### src/rtl/acq_sequencer_if.sv
// Parameter, trigger and sequencing signals of acq_sequencer; the DUT side uses the slave modport.
// Macro TRIG_TIMEOUT_EN adds the timeout_err member.
interface acq_sequencer_if #(
    parameter int W = 16
);
    logic [W-1:0] ur_cmd;
    logic [W-1:0] ur_ntotal_points;
    logic [W-1:0] ur_nrange_bins;
    logic [W-1:0] ur_npoints_rb;
    logic [W-1:0] ur_nacc_pulses;
    logic         trig_i;
    logic         cmd_update_disable;
    logic         busy;
    logic         sample_en;
    logic         acc_first;
    logic         rb_strobe;
    logic [W-1:0] rb_index;
    logic [W-1:0] pulse_index;
    logic         acc_done;
    logic         param_err;
    logic [W-1:0] missed_trig;
`ifdef TRIG_TIMEOUT_EN
    logic         timeout_err;

    modport master (
        output ur_cmd, ur_ntotal_points, ur_nrange_bins, ur_npoints_rb, ur_nacc_pulses, trig_i,
        input  cmd_update_disable, busy, sample_en, acc_first, rb_strobe, rb_index,
               pulse_index, acc_done, param_err, missed_trig, timeout_err
    );
    modport slave (
        input  ur_cmd, ur_ntotal_points, ur_nrange_bins, ur_npoints_rb, ur_nacc_pulses, trig_i,
        output cmd_update_disable, busy, sample_en, acc_first, rb_strobe, rb_index,
               pulse_index, acc_done, param_err, missed_trig, timeout_err
    );
`else
    modport master (
        output ur_cmd, ur_ntotal_points, ur_nrange_bins, ur_npoints_rb, ur_nacc_pulses, trig_i,
        input  cmd_update_disable, busy, sample_en, acc_first, rb_strobe, rb_index,
               pulse_index, acc_done, param_err, missed_trig
    );
    modport slave (
        input  ur_cmd, ur_ntotal_points, ur_nrange_bins, ur_npoints_rb, ur_nacc_pulses, trig_i,
        output cmd_update_disable, busy, sample_en, acc_first, rb_strobe, rb_index,
               pulse_index, acc_done, param_err, missed_trig
    );
`endif
endinterface

### src/rtl/acq_sequencer.sv
// Per-acquisition sequencer: arm, capture trigger windows, strobe range bins, count pulses.
// Macro TRIG_TIMEOUT_EN enables the ARM-state trigger timeout and timeout_err.
module acq_sequencer #(
    parameter int          W              = 16,
    parameter logic [31:0] TIMEOUT_CYCLES = 32'd125000000
) (
    input  logic           clk,
    input  logic           rst_n,
    acq_sequencer_if.slave bus
);
    typedef enum logic [1:0] {IDLE, ARM, CAPTURE, DONE} state_t;
    localparam logic [W-1:0] ONE = W'(1);

    state_t       state_q, state_d;
    logic         trig_dly_q, start_dly_q;
    logic [W-1:0] ntot_q, ntot_d, nprb_q, nprb_d, nbins_q, nbins_d, nacc_q, nacc_d;
    logic [W-1:0] smp_q, smp_d, bin_q, bin_d, rb_q, rb_d;
    logic [W-1:0] pulse_q, pulse_d, missed_q, missed_d;
    logic         sample_en_q, sample_en_d, acc_first_q, acc_first_d;
    logic         rb_strobe_q, rb_strobe_d, acc_done_q, acc_done_d;
    logic         param_err_q, param_err_d, busy_q, busy_d;
    logic         trig_rise, start_rise, abort, params_ok, bin_wrap;
    logic [W-1:0] pulse_inc;
    logic [2*W-1:0] bin_span;
    logic         unused_cmd_bits;
`ifdef TRIG_TIMEOUT_EN
    logic [31:0]  tmo_q, tmo_d;
    logic         timeout_err_q, timeout_err_d;
`else
    localparam logic [31:0] unused_timeout = TIMEOUT_CYCLES;
`endif

    assign trig_rise       = bus.trig_i & ~trig_dly_q;
    assign start_rise      = bus.ur_cmd[0] & ~start_dly_q;
    assign abort           = bus.ur_cmd[1];
    assign unused_cmd_bits = ^bus.ur_cmd[W-1:2];
    assign pulse_inc       = pulse_q + ONE;
    assign bin_wrap        = (bin_q == nprb_q - ONE);

    // Bins must fit in the window; the product is formed at double width so it cannot wrap.
    assign bin_span  = (2*W)'(bus.ur_nrange_bins) * (2*W)'(bus.ur_npoints_rb);
    assign params_ok = (bus.ur_ntotal_points != '0) && (bus.ur_npoints_rb != '0) &&
                       (bus.ur_nacc_pulses != '0) &&
                       (bin_span <= {{W{1'b0}}, bus.ur_ntotal_points});

    always_comb begin
        state_d     = state_q;
        ntot_d      = ntot_q;
        nprb_d      = nprb_q;
        nbins_d     = nbins_q;
        nacc_d      = nacc_q;
        smp_d       = '0;
        bin_d       = '0;
        rb_d        = '0;
        pulse_d     = pulse_q;
        missed_d    = missed_q;
        sample_en_d = 1'b0;
        acc_first_d = 1'b0;
        rb_strobe_d = 1'b0;
        acc_done_d  = 1'b0;
        param_err_d = 1'b0;
`ifdef TRIG_TIMEOUT_EN
        tmo_d         = tmo_q;
        timeout_err_d = 1'b0;
`endif
        case (state_q)
            IDLE: begin
                if (start_rise && !abort) begin
                    if (params_ok) begin
                        state_d  = ARM;
                        ntot_d   = bus.ur_ntotal_points;
                        nprb_d   = bus.ur_npoints_rb;
                        nbins_d  = bus.ur_nrange_bins;
                        nacc_d   = bus.ur_nacc_pulses;
                        pulse_d  = '0;
                        missed_d = '0;
`ifdef TRIG_TIMEOUT_EN
                        tmo_d    = '0;
`endif
                    end else begin
                        param_err_d = 1'b1;
                    end
                end
            end
            ARM: begin
                if (trig_rise) begin
                    state_d     = CAPTURE;
                    sample_en_d = 1'b1;
                    acc_first_d = (pulse_q == '0);
                    rb_strobe_d = (nprb_q == ONE) && (nbins_q != '0);
                end
`ifdef TRIG_TIMEOUT_EN
                else if (tmo_q == TIMEOUT_CYCLES - 32'd1) begin
                    state_d       = IDLE;
                    timeout_err_d = 1'b1;
                end else begin
                    tmo_d = tmo_q + 32'd1;
                end
`endif
            end
            CAPTURE: begin
                if (trig_rise && (missed_q != '1)) begin
                    missed_d = missed_q + ONE;
                end
                if (smp_q == ntot_q - ONE) begin
                    pulse_d    = pulse_inc;
                    acc_done_d = (pulse_inc == nacc_q);
                    state_d    = (pulse_inc == nacc_q) ? DONE : ARM;
`ifdef TRIG_TIMEOUT_EN
                    tmo_d      = '0;
`endif
                end else begin
                    // Registered outputs describe the sample shown next cycle.
                    smp_d       = smp_q + ONE;
                    bin_d       = bin_wrap ? '0 : bin_q + ONE;
                    rb_d        = (bin_wrap && (rb_q < nbins_q)) ? rb_q + ONE : rb_q;
                    sample_en_d = 1'b1;
                    acc_first_d = (pulse_q == '0);
                    rb_strobe_d = (bin_d == nprb_q - ONE) && (rb_d < nbins_q);
                end
            end
            DONE: state_d = IDLE;
            default: state_d = IDLE;
        endcase

        if ((state_q != IDLE) && abort) begin
            state_d     = IDLE;
            smp_d       = '0;
            bin_d       = '0;
            rb_d        = '0;
            pulse_d     = pulse_q;
            missed_d    = missed_q;
            sample_en_d = 1'b0;
            acc_first_d = 1'b0;
            rb_strobe_d = 1'b0;
            acc_done_d  = 1'b0;
`ifdef TRIG_TIMEOUT_EN
            timeout_err_d = 1'b0;
`endif
        end
        busy_d = (state_d != IDLE);
    end

    always_ff @(posedge clk) begin
        if (!rst_n) begin
            state_q     <= IDLE;
            trig_dly_q  <= 1'b0;
            start_dly_q <= 1'b0;
            ntot_q      <= '0;
            nprb_q      <= '0;
            nbins_q     <= '0;
            nacc_q      <= '0;
            smp_q       <= '0;
            bin_q       <= '0;
            rb_q        <= '0;
            pulse_q     <= '0;
            missed_q    <= '0;
            sample_en_q <= 1'b0;
            acc_first_q <= 1'b0;
            rb_strobe_q <= 1'b0;
            acc_done_q  <= 1'b0;
            param_err_q <= 1'b0;
            busy_q      <= 1'b0;
        end else begin
            state_q     <= state_d;
            trig_dly_q  <= bus.trig_i;
            start_dly_q <= bus.ur_cmd[0];
            ntot_q      <= ntot_d;
            nprb_q      <= nprb_d;
            nbins_q     <= nbins_d;
            nacc_q      <= nacc_d;
            smp_q       <= smp_d;
            bin_q       <= bin_d;
            rb_q        <= rb_d;
            pulse_q     <= pulse_d;
            missed_q    <= missed_d;
            sample_en_q <= sample_en_d;
            acc_first_q <= acc_first_d;
            rb_strobe_q <= rb_strobe_d;
            acc_done_q  <= acc_done_d;
            param_err_q <= param_err_d;
            busy_q      <= busy_d;
        end
    end

`ifdef TRIG_TIMEOUT_EN
    always_ff @(posedge clk) begin
        if (!rst_n) begin
            tmo_q         <= '0;
            timeout_err_q <= 1'b0;
        end else begin
            tmo_q         <= tmo_d;
            timeout_err_q <= timeout_err_d;
        end
    end
    assign bus.timeout_err = timeout_err_q;
`endif

    assign bus.cmd_update_disable = busy_q;
    assign bus.busy               = busy_q;
    assign bus.sample_en          = sample_en_q;
    assign bus.acc_first          = acc_first_q;
    assign bus.rb_strobe          = rb_strobe_q;
    assign bus.rb_index           = rb_q;
    assign bus.pulse_index        = pulse_q;
    assign bus.acc_done           = acc_done_q;
    assign bus.param_err          = param_err_q;
    assign bus.missed_trig        = missed_q;
endmodule
### src/flat_wrapper.sv
// flat-port wrapper written by rule: the top's interface ports become plain ports
module acq_sequencer_flat 
#(
    parameter int          W              = 16,
    parameter logic [31:0] TIMEOUT_CYCLES = 32'd125000000
)
  (clk, rst_n, bus_ur_cmd, bus_ur_ntotal_points, bus_ur_nrange_bins, bus_ur_npoints_rb, bus_ur_nacc_pulses, bus_trig_i, bus_cmd_update_disable, bus_busy, bus_sample_en, bus_acc_first, bus_rb_strobe, bus_rb_index, bus_pulse_index, bus_acc_done, bus_param_err, bus_missed_trig);
  acq_sequencer_if #(.W(W)) bus_i ();
  input  logic clk;
  input  logic rst_n;
  input wire logic [$bits(bus_i.ur_cmd)-1:0] bus_ur_cmd;
  input wire logic [$bits(bus_i.ur_ntotal_points)-1:0] bus_ur_ntotal_points;
  input wire logic [$bits(bus_i.ur_nrange_bins)-1:0] bus_ur_nrange_bins;
  input wire logic [$bits(bus_i.ur_npoints_rb)-1:0] bus_ur_npoints_rb;
  input wire logic [$bits(bus_i.ur_nacc_pulses)-1:0] bus_ur_nacc_pulses;
  input wire logic [$bits(bus_i.trig_i)-1:0] bus_trig_i;
  output wire logic [$bits(bus_i.cmd_update_disable)-1:0] bus_cmd_update_disable;
  output wire logic [$bits(bus_i.busy)-1:0] bus_busy;
  output wire logic [$bits(bus_i.sample_en)-1:0] bus_sample_en;
  output wire logic [$bits(bus_i.acc_first)-1:0] bus_acc_first;
  output wire logic [$bits(bus_i.rb_strobe)-1:0] bus_rb_strobe;
  output wire logic [$bits(bus_i.rb_index)-1:0] bus_rb_index;
  output wire logic [$bits(bus_i.pulse_index)-1:0] bus_pulse_index;
  output wire logic [$bits(bus_i.acc_done)-1:0] bus_acc_done;
  output wire logic [$bits(bus_i.param_err)-1:0] bus_param_err;
  output wire logic [$bits(bus_i.missed_trig)-1:0] bus_missed_trig;
  assign bus_i.ur_cmd = bus_ur_cmd;
  assign bus_i.ur_ntotal_points = bus_ur_ntotal_points;
  assign bus_i.ur_nrange_bins = bus_ur_nrange_bins;
  assign bus_i.ur_npoints_rb = bus_ur_npoints_rb;
  assign bus_i.ur_nacc_pulses = bus_ur_nacc_pulses;
  assign bus_i.trig_i = bus_trig_i;
  assign bus_cmd_update_disable = bus_i.cmd_update_disable;
  assign bus_busy = bus_i.busy;
  assign bus_sample_en = bus_i.sample_en;
  assign bus_acc_first = bus_i.acc_first;
  assign bus_rb_strobe = bus_i.rb_strobe;
  assign bus_rb_index = bus_i.rb_index;
  assign bus_pulse_index = bus_i.pulse_index;
  assign bus_acc_done = bus_i.acc_done;
  assign bus_param_err = bus_i.param_err;
  assign bus_missed_trig = bus_i.missed_trig;
  acq_sequencer #(.W(W), .TIMEOUT_CYCLES(TIMEOUT_CYCLES)) u_core (.clk(clk), .rst_n(rst_n), .bus(bus_i));
endmodule
### config.mk
export PLATFORM = sky130hd
export DESIGN_NAME = acq_sequencer_flat
export DESIGN_NICKNAME = d
export VERILOG_FILES = /design/src/rtl/acq_sequencer_if.sv /design/src/rtl/acq_sequencer.sv /design/src/flat_wrapper.sv
export SDC_FILE = /design/constraint.sdc
export NUM_CORES = 1
export LEC_CHECK = 0
export CELL_PAD_IN_SITES_DETAIL_PLACEMENT = 0
export CELL_PAD_IN_SITES_GLOBAL_PLACEMENT = 1
export CORE_UTILIZATION = 50
export DETAILED_ROUTE_END_ITERATION = 12
export PLACE_DENSITY = 0.92
export SETUP_SLACK_MARGIN = 0.5
export SLEW_MARGIN = 20
export SYNTH_ARGS = -nofsm -noshare
export SYNTH_HDL_FRONTEND = slang
export SYNTH_SLANG_ARGS = --single-unit
### constraint.sdc
create_clock -name clk -period 25.3 [get_ports clk]
set_input_delay 5.06 -clock clk [delete_from_list [all_inputs] [get_ports clk]]
set_output_delay 5.06 -clock clk [all_outputs]
set_load 0.05 [all_outputs]
==> summary by stage, run 1 <==
Placement
The number of buffer cells added on primary ports is 123. Once placement finished, the instance area stood at approximately 20000 µm². Routability-driven placement finished with a final weighted congestion of 0.915. After detailed placement, the design holds a cell count of 2791.

The post-detailed-placement half-perimeter wirelength is 38.5 mm. Before CTS, the worst setup slack after placement is 10.63 ns.

STA
Hold timing on the final database bottoms out at a slack of 0.486 ns. The final critical delay including setup and external delays is ~14 ns. The clock tree skew after final layout is 0.0129 ns. The total setup violations reported at the end of the flow is 0. The achievable clock frequency is 0.0700 GHz.

The final count of pins violating max slew is 0. Across all setup checks in the final design, the least slack found is approximately 11 ns. Of the available clock period, the critical path in the final layout requires 56.5%.

The total count of hold-check failures in the final report is 0. The headroom to the max-slew limit is a little over a quarter. At the pin with the least slew margin, the transition time is 1.09 ns. The accumulated negative setup slack is 0 ns. Setup repair after global routing left no endpoint under its margin.

Logic synthesis
The sequential share of the synthesized area is 16.4%. The post-synthesis average cell area is 8.37 µm². The netlist area before placement is between 15000 and 20000 µm².

Counting every instance in the synthesized netlist gives around 2300. After synthesis the netlist holds a flip-flop and latch count of 154. Among all flip-flop cells after synthesis, the most frequent one is dfxtp_1.

After synthesis, the netlist uses 78 different library cells. The number of synthesized flops with an enable pin is 0. When the netlist entered floorplanning its net count stood at 2689. The most area-hungry cell type in the Yosys netlist is fa_1.

The number of warnings printed during yosys synthesis is 0. After synthesis, the share of flip-flops with an asynchronous set or reset is 0%. The share of the synthesized area in the top cell type is approximately a fifth. Yosys attributes the largest share of cell area to fa_1 (21%), dfxtp_1 (16%), ha_1 (11%).

Floorplan
The area of the core is approximately 37000 µm². The effective utilization at floorplan is 51.1%. The floorplan step set the die height to roughly 200 µm. The initialized floorplan defines 70 standard-cell rows. The die width is 196 µm. The die covers 38500 µm². In this run the count of I/O pins placed on the die edge is 138.

Worst setup path
The largest single stage delay on the critical path is 0.94 ns. By startpoint and endpoint, the worst setup path is classified as in -> reg. In this run the register-to-register setup slack is 18.90 ns. The worst setup path is captured at a flip-flop. Among all stages on the critical path, the largest delay is contributed by clkdlybuf4s50_1. The required time at the worst-slack endpoint is 25.65 ns. In this design, the critical path's most frequently occurring cell is fa_1.

Of all nets on the critical path, the largest fanout is 17. The worst setup path is launched from an input port. The data arrival time of the critical path is 14.64 ns.

Job
The tool flagged a number of max-cap violations equal to 0.

Finish
The net count of the finished layout is 2745. The final cell utilization of the core is between 50% and 60%. Once layout is complete, the cells apart from fillers number 2821. The number of antenna diodes is 0.

After filler insertion, the fill cell instance count of the layout stands at 3328. The library cell used most frequently in the layout, excluding fill and tap cells, is inv_1. In the layout the commonest cells are inv_1 (298), nand2_1 (244), fa_1 (194), ha_1 (162), dfxtp_1 (154). Of the cells placed in the final design, the portion with a size suffix greater than 1 is 3.24%.

The area of all placed cells without fillers is between 20000 and 25000 µm². The relative area change from synthesis to final layout is 11.6%.

GRT
The first-pass GRT wire length is 83.4 mm. The via count of the first global-routing pass came to 16200. For this run the aggregate overflow at the end of global routing stands at 0. The total global routing track utilization is 26.9%. Entering global routing, the biggest net connects 92 pins. The initial antenna violation count came to 1.

Clocking
The buffer count from post-CTS setup fixing is 0. The number of clock sinks is about 150. In this run the deepest clock path goes through 2 buffers. The clock reaches the later pin of the worst-skew pair after ~0.44 ns. The number of buffers inserted by hold repair at cts is 0. The number of gates resized after cts is 0.

The H-tree was split into 4 levels. The root buffer selected by CTS is clkbuf_16. The clock tree from TritonCTS is done. The number of buffers created by CTS is 17.

After clock tree synthesis, the clock-pin slew on the worst setup and hold paths is around 0.06 ns.

Route
The DRC violation count after routing is 0. The residual antenna-violating net count after detailed routing is 0. The routed wire length per instance is roughly 18 µm. Summed over all layers, the routed wires come to 49.6 mm.

The detailed router finished its first iteration with roughly 950 violations. The first-pass iteration count of the detailed router is 6. The total vias in the final route is 15800. The via density per instance is 5.60.

Pwr
In this run the power density over the cells is 131 nW/µm². The worst supply voltage drop on vdd is 0.185 mV. Total power for the finished layout comes to 2.75 mW. Summed over all cells, the static leakage comes to between 9 and 10 nW.

Worst hold path
The worst hold path belongs to the class reg -> reg.

Status
The run finished with clean final reports.
==> power breakdown <==
part / leakage (nW) / internal [mW] / total [mW] / switching, mW
combinational: 7.50 / 0.912 / 2.25 / 1.34
sequential: 1.24 / 0.243 / 0.243 / 0.0000959
clock: 0.279 / 0.159 / 0.264 / 0.105
total: 9.02 / 1.31 / 2.75 / 1.44
==> state kept, by name, summed over array words and instances, names as in the netlist, 16 cells and up <==
signal	cells
u_core.nbins_q	16
u_core.bus.pulse_index	16
u_core.nprb_q	16
u_core.ntot_q	16
u_core.bus.missed_trig	16
u_core.bin_q	16
u_core.smp_q	16
u_core.bus.rb_index	16
u_core.nacc_q	16
==> cell usage after synthesis (4+ instances only) <==
master     number
a2111o_1        4
a211o_1         7
a21boi_0        7
a21o_1         22
a21oi_1        84
a221oi_1        7
a31oi_1         7
and2_1        123
and3_1         30
and4_1         10
buf_2           7
clkbuf_1       90
dfxtp_1       154
fa_1          194
ha_1          162
inv_1         298
mux2i_1        73
nand2_1       245
nand2b_1       14
nand3_1        42
nand3b_1        5
nand4_1        33
nand4b_1        6
nor2_1        108
nor2b_1        92
nor3_1         25
nor3b_1         9
nor4_1         44
nor4b_1         4
o2111ai_1       6
o211ai_1       11
o21a_1         14
o21ai_0        52
o221ai_1        5
o22ai_1        11
o2bb2ai_1       5
o31ai_1         5
o32ai_1         5
or2_2           9
or3_1          20
or4_1          10
xnor2_1        84
xor2_1         54
==> per-layer routing <==
layer | part of all wire [%] | global-route usage (%) | vias to the layer above
li1 | - | - | 7554
met1 | 44 | 34.8 | 7739
met2 | 48 | 45.4 | 424
met3 | 4.9 | 4.59 | 84
met4 | 2.7 | 9.26 | 2
met5 | 0.030 | 0 | -
==> kinds of logic (layout without fill, tap and decap cells) <==
family	after synthesis	count (layout)	synth area share, %
xor gates and xnor gates	141	141	6.77
muxes	76	76	4.06
buffers and inverters	401	468	8.14
adders and majority gates	356	356	31.4
AOI/OAI and AO/OA	280	280	9.68
and+or+nand+nor	842	842	23.6
DFF	154	154	16.4
==> worst max-delay path: cells and delay by family <==
kind | cells | cell delay (ns)
adder cells (fa/ha/maj) | 8 | 3.81
AO/OA/AOI/OAI | 7 | 1.27
XOR/XNOR | 1 | 0.13
buffers and inverters | 5 | 1.16
AND/OR/NAND/NOR | 10 | 3.21
==> final cells by class <==
class,count,area [µm²],share of cell area [%]
Clock buffer,19,453,2.15
Inverter,298,1120,5.32
Multi-Input combinational cell,1695,14200,67.7
Sequential cell,154,3080,14.7
Clock inverter,11,146,0.696
Tap cell,504,631,3.00
Timing Repair Buffer,140,1350,6.44
==> worst paths after layout <==
kind / start / to / cells after the start
worst max-delay path: bus_ur_nrange_bins[5] / u_core.bus.pulse_index[3]$_SDFFE_PN0P_ / 31
worst min-delay path: u_core.bus.missed_trig[7]$_SDFFE_PN0P_ / u_core.bus.missed_trig[7]$_SDFFE_PN0P_ / 2
worst max register to register: u_core.nprb_q[7]$_SDFFE_PN0P_ / u_core.bus.rb_strobe$_SDFF_PP0_ / 20
worst min register to register: u_core.bus.missed_trig[7]$_SDFFE_PN0P_ / u_core.bus.missed_trig[7]$_SDFFE_PN0P_ / 2
No activity file was read; power rests on OpenSTA's default activity.
==> inputs of run 2 (changes only) <==
--- a/config.mk
+++ b/config.mk
@@ -7,9 +7,9 @@
 export LEC_CHECK = 0
 export CELL_PAD_IN_SITES_DETAIL_PLACEMENT = 0
 export CELL_PAD_IN_SITES_GLOBAL_PLACEMENT = 1
-export CORE_UTILIZATION = 50
+export CORE_UTILIZATION = 42
 export DETAILED_ROUTE_END_ITERATION = 12
-export PLACE_DENSITY = 0.92
+export PLACE_DENSITY = 0.83
 export SETUP_SLACK_MARGIN = 0.5
 export SLEW_MARGIN = 20
 export SYNTH_ARGS = -nofsm -noshare
==> constraint.sdc (replaced) <==
create_clock -name clk -period 12.1 [get_ports clk]
set_input_delay 2.42 -clock clk [delete_from_list [all_inputs] [get_ports clk]]
set_output_delay 2.42 -clock clk [all_outputs]
set_load 0.05 [all_outputs]
==> summary by stage, run 2 (same netlist as run 1, synthesis figures left out) <==
Status
The flow ran to the end, and the final reports show no timing, DRC or antenna violations.

Worst setup path
In this design, the critical path's most frequently occurring cell is fa_1. The peak fanout along the critical path is 14 (-3). The data arrival time of the critical path is 11.40 ns (-3.24 ns). The maximum single-stage delay on the critical path is 0.73 ns (-0.21 ns).

The required time at the worst-slack endpoint is 12.46 ns (-13.19 ns). The register-to-register setup slack is 5.66 ns (-13.24 ns). The cell with the largest stage delay on the worst path is clkdlybuf4s50_1.

The path type of the worst setup path is in -> reg. The worst setup path is captured at a flip-flop. STA classifies the critical path startpoint as an input port.

STA
The smallest clock period supported by the final layout is computed as 11.04 ns. The accumulated negative setup slack is 0 ns (unchanged). The final count of pins violating max slew is 0 (unchanged). The pin slew with the least headroom to its limit is 0.916 ns (-0.171 ns). The final worst-path setup slack was 1.06 ns (-9.95 ns).

The total count of hold-check failures in the final report is 0 (unchanged). Setup repair after global routing left no endpoint under its margin. The headroom to the max-slew limit is 38.8% (+11 points). Based on the critical path, the design can be clocked at up to 0.0906 GHz. The clock tree skew after final layout came to 0.0118 ns (-0.00110 ns).

The share of the cycle needed by the critical path after routing is 91.2%. The total setup violations reported at the end of the flow is 0 (unchanged).

Placement
The worst slack at placement is 0.548 ns (-10.08 ns). The number of buffer cells added on primary ports is 123 (unchanged). The total instance count after detailed placement came to 2904 (+4.0%). The post-detailed-placement half-perimeter wirelength is 42.3 mm (+9.9%). The global placement routability congestion was 0.903 (-1.3%).

Clocking
The largest buffer count on any clock path is 2 (unchanged). The number of buffers inserted by hold repair at cts is 0 (unchanged). The clock-pin slew on the worst setup and hold paths is 0.07 ns (about the same). The root buffer selected by CTS is clkbuf_16. The clock tree from TritonCTS is done. The deepest level of the CTS H-tree is 4 (unchanged). The worst-skew pair later-pin latency is 0.44 ns (about the same).

The buffer count from post-CTS setup fixing is 0 (unchanged). The number of clock sinks is 154 (unchanged). The number of gates resized after cts came to 0 (unchanged). The number of buffers created by CTS is 17 (unchanged).

Job
The number of violations of the max-capacitance limit is 0 (unchanged).

GRT
The first-pass GRT wire length is 84.7 mm (+1.6%). The remaining global-route overflow is 0 (unchanged). The initial antenna violation count was 3 (+2). The most crowded layer after global routing is met2. The global routing usage on met2 is 39.6% (-5.8 points). The total global routing track utilization is 23.6% (-3.4 points). The via count of the first global-routing pass is 16100 (-0.62%). The pin count of the biggest net entering global routing came to 92 (unchanged). The met1 track demand over resource is 31.3% (-3.5 points). The met3 routing resource usage after global routing is 3.49% (-1.1 points).

Floorplan
The effective utilization at floorplan is 42.6% (-8.5 points). The vertical die dimension is 214 µm (+9.0%). The number of top-level pins came to 138 (unchanged).

The area of the core is 44200 µm² (+20%). The number of rows created at floorplan was 77 (+10%). The full die area was 45700 µm² (+19%). The die width is 214 µm (+9.0%).

Finish
The top cell types in the final layout, fill and taps aside, are inv_1 (298), nand2_1 (244), fa_1 (194), ha_1 (162), dfxtp_1 (154). The most frequent standard cell in the layout excluding fill and tap cells is inv_1. The final cell utilization of the core came to 48.2% (-8.8 points). The number of fill cells in the layout is 4234 (+27%).

The proportion of layout cells with a drive suffix above 1 was 4.31% (+1.1 points). Compared with the post-synthesis result, the final layout area differs by 13.2%. The final net count is 2770 (+0.91%). The final cell count without fillers is 2938 (+4.1%).

Route
The DRC violation count after routing is 0 (unchanged). The via density per instance is 5.45 (-2.7%). The routed wire length per instance is 17.8 µm (+1.3%). The routed wire length is 52.3 mm (+5.5%). The iteration-0 DRC count of the detailed router is 1072 (+12%). The first-pass iteration count of the detailed router is 5 (-1). The residual antenna-violating net count after detailed routing came to 0 (unchanged). The total vias in the final route is 16000 (+1.4%).

Pwr
The overall power of the completed layout is 5.84 mW (+110%). The power density of the placed cells is 274 nW/µm² (+110%). The leakage component of the power came to 9.14 nW (+1.4%). The worst supply voltage drop on vdd is 0.307 mV (+66%).

Worst hold path
The path class of the tightest hold or removal check is reg -> reg.
run 2: where the power goes:
part	switching [mW]	leakage, nW	internal [mW]
registers	0.000150	1.24	0.507
clock network	0.238	0.286	0.314
logic	2.86	7.62	1.91
total	3.10	9.14	2.74
run 2: area by class of cell:
cell class	instances	area, µm²	share of cell area, %
sequential	154	3080	14.5
multi-input combinational	1695	14200	66.7
clock buffer	18	439	2.06
inverter	298	1120	5.25
tap	592	741	3.47
antenna	2	5.00	0.0235
timing repair buffer	165	1540	7.23
clock inverter	14	164	0.769
run 2: per-stage QoR:
stage	hold slack, ns	area (µm²)
after floorplan	0.448	18800
after global placement	0.470	20700
after detailed placement	0.484	20700
after CTS	0.494	21300
after global routing	0.508	21300
final	0.482	21300
run 2: per-layer routing:
metal  up-vias  part of all wire (%)
met4         2                   2.4
met1      7923                    44
met2       405                    48
met5         -                 0.031
li1       7612                     -
met3        75                   5.1
run 2: worst max-delay path: cells and delay by family:
| kind | cells | cell delay, ns |
|---|---|---|
| and+or+nand+nor | 9 | 2.70 |
| AOI/OAI and AO/OA | 6 | 1.17 |
| adders and majority gates | 8 | 3.83 |
| buffers and inverters | 6 | 1.19 |
| xor gates and xnor gates | 1 | 0.09 |
run 2: final timing paths:
| check | start | endpoint | cells after the start |
|---|---|---|---|
| min | u_core.bus.missed_trig[7]$_SDFFE_PN0P_ | u_core.bus.missed_trig[7]$_SDFFE_PN0P_ | 2 |
| max reg2reg | u_core.nprb_q[2]$_SDFFE_PN0P_ | u_core.bus.rb_strobe$_SDFF_PP0_ | 20 |
| min reg2reg | u_core.bus.missed_trig[7]$_SDFFE_PN0P_ | u_core.bus.missed_trig[7]$_SDFFE_PN0P_ | 2 |
| max | bus_ur_npoints_rb[4] | u_core.bus.pulse_index[5]$_SDFFE_PN0P_ | 30 |
